File: src/rtl/seq_mult_operand_ctrl_pkg.sv
// Shared types and default sizing for the sequential multiplier operand controller.
// Shared by the controller, its bus interface and the benches around it.
package seq_mult_operand_ctrl_pkg;

    localparam int W_DEF           = 6;
    localparam int MULT_CYCLES_DEF = 6;
    localparam int CNT_W_DEF       = 8;
    localparam int PROD_W_DEF      = 2 * W_DEF;

    typedef enum logic [1:0] {
        IDLE = 2'd0,
        LOAD = 2'd1,
        RUN  = 2'd2,
        OUT  = 2'd3
    } ctrl_state_e;

endpackage

File: src/rtl/seq_mult_operand_ctrl_if.sv
// Bus bundle between the operand controller, its operand source, result sink and the multiplier.
// The master modport is the controller side; slave is everything around it.
interface seq_mult_operand_ctrl_if
    import seq_mult_operand_ctrl_pkg::*;
#(
    parameter int W     = W_DEF,
    parameter int CNT_W = CNT_W_DEF
);

    logic             in_valid;
    logic             in_ready;
    logic [W-1:0]     in_a;
    logic [W-1:0]     in_b;
    logic             mult_load;
    logic             mult_hold;
    logic [W-1:0]     mult_a;
    logic [W-1:0]     mult_b;
    logic [2*W-1:0]   mult_product;
    logic             out_valid;
    logic             out_ready;
    logic [2*W-1:0]   out_product;
    logic [CNT_W-1:0] ops_done;

    modport master (
        input  in_valid, in_a, in_b, mult_product, out_ready,
        output in_ready, mult_load, mult_hold, mult_a, mult_b,
               out_valid, out_product, ops_done
    );

    modport slave (
        output in_valid, in_a, in_b, mult_product, out_ready,
        input  in_ready, mult_load, mult_hold, mult_a, mult_b,
               out_valid, out_product, ops_done
    );

endinterface

File: src/rtl/seq_mult_operand_ctrl.sv
// Operand/result controller for the right-shift sequential multiplier: accepts one operand pair,
// sequences load/run/hold on the multiplier, captures the product and hands it off downstream.
module seq_mult_operand_ctrl
    import seq_mult_operand_ctrl_pkg::*;
#(
    parameter int W           = W_DEF,
    parameter int MULT_CYCLES = MULT_CYCLES_DEF,
    parameter int CNT_W       = CNT_W_DEF
) (
    input  logic                   clk,
    input  logic                   rst,
    seq_mult_operand_ctrl_if.master bus
);

    localparam int PROD_W = 2 * W;
    localparam int ITER_W = (MULT_CYCLES > 1) ? $clog2(MULT_CYCLES) : 1;

    ctrl_state_e        state_q, state_d;
    logic [ITER_W-1:0]  iterCnt_q, iterCnt_d;
    logic [W-1:0]       multA_q, multA_d;
    logic [W-1:0]       multB_q, multB_d;
    logic [PROD_W-1:0]  outProd_q, outProd_d;
    logic [CNT_W-1:0]   opsDone_q, opsDone_d;

    always_ff @(posedge clk or negedge rst) begin
        if (!rst) begin
            state_q   <= IDLE;
            iterCnt_q <= '0;
            multA_q   <= '0;
            multB_q   <= '0;
            outProd_q <= '0;
            opsDone_q <= '0;
        end else begin
            state_q   <= state_d;
            iterCnt_q <= iterCnt_d;
            multA_q   <= multA_d;
            multB_q   <= multB_d;
            outProd_q <= outProd_d;
            opsDone_q <= opsDone_d;
        end
    end

    // in_ready is gated by rst so the source sees no acceptance while reset is held,
    // even though the state register already sits in IDLE.
    always_comb begin
        state_d       = state_q;
        iterCnt_d     = iterCnt_q;
        multA_d       = multA_q;
        multB_d       = multB_q;
        outProd_d     = outProd_q;
        opsDone_d     = opsDone_q;
        bus.in_ready  = 1'b0;
        bus.mult_load = 1'b0;
        bus.mult_hold = 1'b1;
        bus.out_valid = 1'b0;

        case (state_q)
            IDLE: begin
                bus.in_ready = rst;
                if (bus.in_valid) begin
                    multA_d = bus.in_a;
                    multB_d = bus.in_b;
                    state_d = LOAD;
                end
            end
            LOAD: begin
                bus.mult_load = 1'b1;
                bus.mult_hold = 1'b0;
                iterCnt_d     = '0;
                state_d       = RUN;
            end
            RUN: begin
                bus.mult_hold = 1'b0;
                iterCnt_d     = iterCnt_q + ITER_W'(1);
                if (iterCnt_q == ITER_W'(MULT_CYCLES - 1)) begin
                    outProd_d = bus.mult_product;
                    state_d   = OUT;
                end
            end
            OUT: begin
                bus.out_valid = 1'b1;
                if (bus.out_ready) begin
                    opsDone_d = opsDone_q + CNT_W'(1);
                    state_d   = IDLE;
                end
            end
            default: begin
                state_d = IDLE;
            end
        endcase
    end

    assign bus.mult_a      = multA_q;
    assign bus.mult_b      = multB_q;
    assign bus.out_product = outProd_q;
    assign bus.ops_done    = opsDone_q;

endmodule

File: src/flat_wrapper.sv
// flat-port wrapper written by rule: the top's interface ports become plain ports
module seq_mult_operand_ctrl_flat import seq_mult_operand_ctrl_pkg::*;
#(
    parameter int W           = W_DEF,
    parameter int MULT_CYCLES = MULT_CYCLES_DEF,
    parameter int CNT_W       = CNT_W_DEF
)
  (clk, rst, bus_in_valid, bus_in_a, bus_in_b, bus_mult_product, bus_out_ready, bus_in_ready, bus_mult_load, bus_mult_hold, bus_mult_a, bus_mult_b, bus_out_valid, bus_out_product, bus_ops_done);
  seq_mult_operand_ctrl_if #(.W(W), .CNT_W(CNT_W)) bus_i ();
  input  logic clk;
  input  logic rst;
  input wire logic [$bits(bus_i.in_valid)-1:0] bus_in_valid;
  input wire logic [$bits(bus_i.in_a)-1:0] bus_in_a;
  input wire logic [$bits(bus_i.in_b)-1:0] bus_in_b;
  input wire logic [$bits(bus_i.mult_product)-1:0] bus_mult_product;
  input wire logic [$bits(bus_i.out_ready)-1:0] bus_out_ready;
  output wire logic [$bits(bus_i.in_ready)-1:0] bus_in_ready;
  output wire logic [$bits(bus_i.mult_load)-1:0] bus_mult_load;
  output wire logic [$bits(bus_i.mult_hold)-1:0] bus_mult_hold;
  output wire logic [$bits(bus_i.mult_a)-1:0] bus_mult_a;
  output wire logic [$bits(bus_i.mult_b)-1:0] bus_mult_b;
  output wire logic [$bits(bus_i.out_valid)-1:0] bus_out_valid;
  output wire logic [$bits(bus_i.out_product)-1:0] bus_out_product;
  output wire logic [$bits(bus_i.ops_done)-1:0] bus_ops_done;
  assign bus_i.in_valid = bus_in_valid;
  assign bus_i.in_a = bus_in_a;
  assign bus_i.in_b = bus_in_b;
  assign bus_i.mult_product = bus_mult_product;
  assign bus_i.out_ready = bus_out_ready;
  assign bus_in_ready = bus_i.in_ready;
  assign bus_mult_load = bus_i.mult_load;
  assign bus_mult_hold = bus_i.mult_hold;
  assign bus_mult_a = bus_i.mult_a;
  assign bus_mult_b = bus_i.mult_b;
  assign bus_out_valid = bus_i.out_valid;
  assign bus_out_product = bus_i.out_product;
  assign bus_ops_done = bus_i.ops_done;
  seq_mult_operand_ctrl #(.W(W), .MULT_CYCLES(MULT_CYCLES), .CNT_W(CNT_W)) u_core (.clk(clk), .rst(rst), .bus(bus_i));
endmodule
File: config.mk
export PLATFORM = sky130hd
export DESIGN_NAME = seq_mult_operand_ctrl_flat
export DESIGN_NICKNAME = d
export VERILOG_FILES = /design/src/rtl/seq_mult_operand_ctrl_pkg.sv /design/src/rtl/seq_mult_operand_ctrl_if.sv /design/src/rtl/seq_mult_operand_ctrl.sv /design/src/flat_wrapper.sv
export SDC_FILE = /design/constraint.sdc
export NUM_CORES = 1
export LEC_CHECK = 0
export BUFFER_PORTS_ARGS = -buffer_cell sky130_fd_sc_hd__buf_4
export CAP_MARGIN = 20
export CORE_ASPECT_RATIO = 0.5
export CORE_MARGIN = 10
export CORE_UTILIZATION = 40
export CTS_CLUSTER_DIAMETER = 60
export DETAILED_ROUTE_END_ITERATION = 6
export PLACE_DENSITY = 0.7
export RECOVER_POWER = 100
export SLEW_MARGIN = 20
export SYNTH_ARGS = -nofsm -noshare
export SYNTH_HDL_FRONTEND = slang
export SYNTH_SLANG_ARGS = --single-unit
export TNS_END_PERCENT = 1
File: constraint.sdc
create_clock -name clk -period 5.05 [get_ports clk]
set_clock_uncertainty 0.15 [all_clocks]
set_input_delay 1.515 -clock clk [delete_from_list [all_inputs] [get_ports clk]]
set_output_delay 1.515 -clock clk [all_outputs]
set_load 0.005 [all_outputs]
==> flow_metrics.tcl <==
set metrics [dict create \
    status "completed" \
    area_delta_synth_final_pct 35.2 \
    setup_viol 0 \
    start_kind "input port" \
    ant_nets 0 \
    num_vias 1083 \
    yosys.area.top_type "dfrtp_1" \
    worst_pin_slew_ns 0.607 \
    io_buffers 63 \
    synth-seq-area-share_pct 57.1 \
    crit_slowest_cell "buf_4" \
    antenna_found_initial 0 \
    initial_utilization_pct 41.5 \
    viasPerCell 4.55 \
    synth-edff-count 0 \
    max_freq_ghz 0.256 \
    drc_errors 0 \
    cp.required_ns 3.39 \
    fin_util_pct 56.2 \
    ys_types 26 \
    grt_pass1_vias 1224 \
    synth-main-ff-cell "dfrtp_1" \
    num-nets-final 219 \
    grt_start_max_net_pins 39 \
    cts_setup_buffers 0 \
    irDropWorstVdd_mv 0.164 \
    die_area_mm2 0.00716 \
    slowest_delay_ns 0.39 \
    fp-row-count 16 \
    setup_tns_ns 0 \
    gp_congestion 0.810 \
    worstPathCellList "buf_4 > and2_1 > clkbuf_4" \
    power-per-cell-area_mw_per_mm2 494 \
    yosysMostFrequentCell "dfrtp_1" \
    power.leakage_uw 0.00107 \
    grt_pass1_wl_um 6160 \
    synth.area.top_cells "dfrtp_1, mux2_4, mux2_1" \
    synthTopCellsByCount "dfrtp_1, mux2_4, mux2_1" \
    worstSetupPathType "in -> out" \
    hold_viol 0 \
    chipWidth_um 110 \
    async_flop_share_pct 100 \
    cts_sinks 37 \
    wl_per_cell_um 15.2 \
    finalMaxSlewViolations 0 \
    place_hpwl_um 2830 \
    postRouteWirelength_um 3610 \
    synth_cells 115 \
    cts_buffer_depth 2 \
    clock_latency_ns 0.28 \
    fin_hold_ws_ns 0.318 \
    syn-cell-area_mm2 0.00162 \
    syn-num-nets 151 \
    synth_top_area_share_pct 57.1 \
    slew_headroom_pct 59.4 \
    yosysWarnings 0 \
    crit_path_end_kind "output pin" \
    reg2reg_slack_ns 2.99 \
    initialDrtViolationCount 40 \
    cts-root-buf "clkbuf_8" \
    hold_buffers 0 \
    grt_overflow_total 0 \
    htreeDepth 2 \
    drtPass1Iterations 4 \
    diodes 0 \
    layout-drive-gt1-share_pct 38.6 \
    critPathMaxFanout 38 \
    ys_ff_latch 37 \
    cp.arrival_ns 2.24 \
    track_usage_pct 11.0 \
    syn_area_per_cell_um2 14.1 \
    hp-class "reg -> reg" \
    cts-resized-gates 0 \
    pin_count 64 \
    rsz0062_at_grt "no" \
    drv_cap 0 \
    cts_tree "done" \
    clkTransAtPathRegs_ns 0.07 \
    post-route-min-period_ns 3.90 \
    post-route-period-util_pct 77.3 \
    die_h_um 65.0 \
    core_mm2 0.00390 \
    cts_buffers 5 \
]
==> placed cells by master (no fill, tap or decap) <==
cell type	Yosys	routed
a222oi_1	1	1
a22o_1	1	1
a22oi_1	1	1
a2bb2oi_1	1	1
and2_1	1	1
buf_4	0	25
bufinv_16	0	1
clkbuf_1	0	6
clkbuf_4	0	32
clkbuf_8	0	6
clkinvlp_4	0	1
dfrtp_1	37	37
ha_1	8	8
inv_1	7	8
mux2_1	9	19
mux2_2	6	6
mux2i_1	1	1
nand2_1	6	7
nand3_1	3	4
nand3b_1	2	2
nor2_1	3	3
nor3_1	2	2
nor4_1	0	1
o21ai_0	3	3
xnor2_1	2	2
xor2_1	5	5
==> metal layers <==
metal  global-route usage [%]  wire (um)
met5                        0          0
met3                     3.55        199
met1                     11.1       1370
met2                     20.7       2000
met4                     4.35         43
==> sequential cells by signal (all words and copies together) (netlist names) <==
name                    flops
u_core.bus.mult_a           6
u_core.bus.mult_b           6
u_core.bus.ops_done         8
u_core.bus.out_product     12
u_core.iterCnt_q            3
u_core.state_q              2
==> critical path: cells and delay by family <==
family                 cells  cell delay (ns)
buffers and inverters      2             0.52
AND/OR/NAND/NOR            1             0.19
==> report_power, final <==
| group | total (uW) | switching (uW) | internal, uW |
|---|---|---|---|
| clock network | 264 | 104 | 161 |
| logic | 375 | 168 | 207 |
| registers | 443 | 59.2 | 384 |
==> final timing paths <==
check / end / cells past startpoint / start
worst max-delay path: bus_in_ready / 3 / rst
worst min-delay path: u_core.bus.ops_done[7] / 1 / u_core.bus.ops_done[7]
worst max register to register: u_core.bus.out_product[9] / 4 / u_core.state_q[0]
worst min register to register: u_core.bus.ops_done[7] / 1 / u_core.bus.ops_done[7]
max in group asynchronous: u_core.bus.out_product[11] / 1 / rst
min in group asynchronous: u_core.bus.ops_done[1] / 1 / rst
==> per-stage QoR <==
stage | instances | cell area (um^2) | total power, uW | setup slack, ns
5_1_grt | 238 | 2190 | 1170 | 1.05
3_5_place_dp | 230 | 2150 | 859 | 1.14
2_1_floorplan | 115 | 1620 | 643 | 1.73
4_1_cts | 238 | 2270 | 1130 | 1.15
6_report | 238 | 2190 | 1080 | 1.15
3_3_place_gp | 230 | 2150 | 848 | 1.15
==> logic make-up after synthesis <==
logic type / share of synthesized area (%)
AO/OA/AOI/OAI: 3.09
XOR/XNOR: 3.78
adder cells (fa/ha/maj): 6.17
buffers and inverters: 2.85
flip-flops: 57.1
multiplexers: 20.3
AND/OR/NAND/NOR: 6.71
==> area by class of cell <==
cell class | count | area, um^2
Inverter | 8 | 30.0
Timing Repair Buffer | 63 | 450
Fill cell | 346 | 1710
Tap cell | 54 | 67.6
Clock buffer | 6 | 82.6
Multi-Input combinational cell | 68 | 598
Sequential cell | 37 | 926
Clock inverter | 2 | 37.5
(Power assumes the default switching activity.)
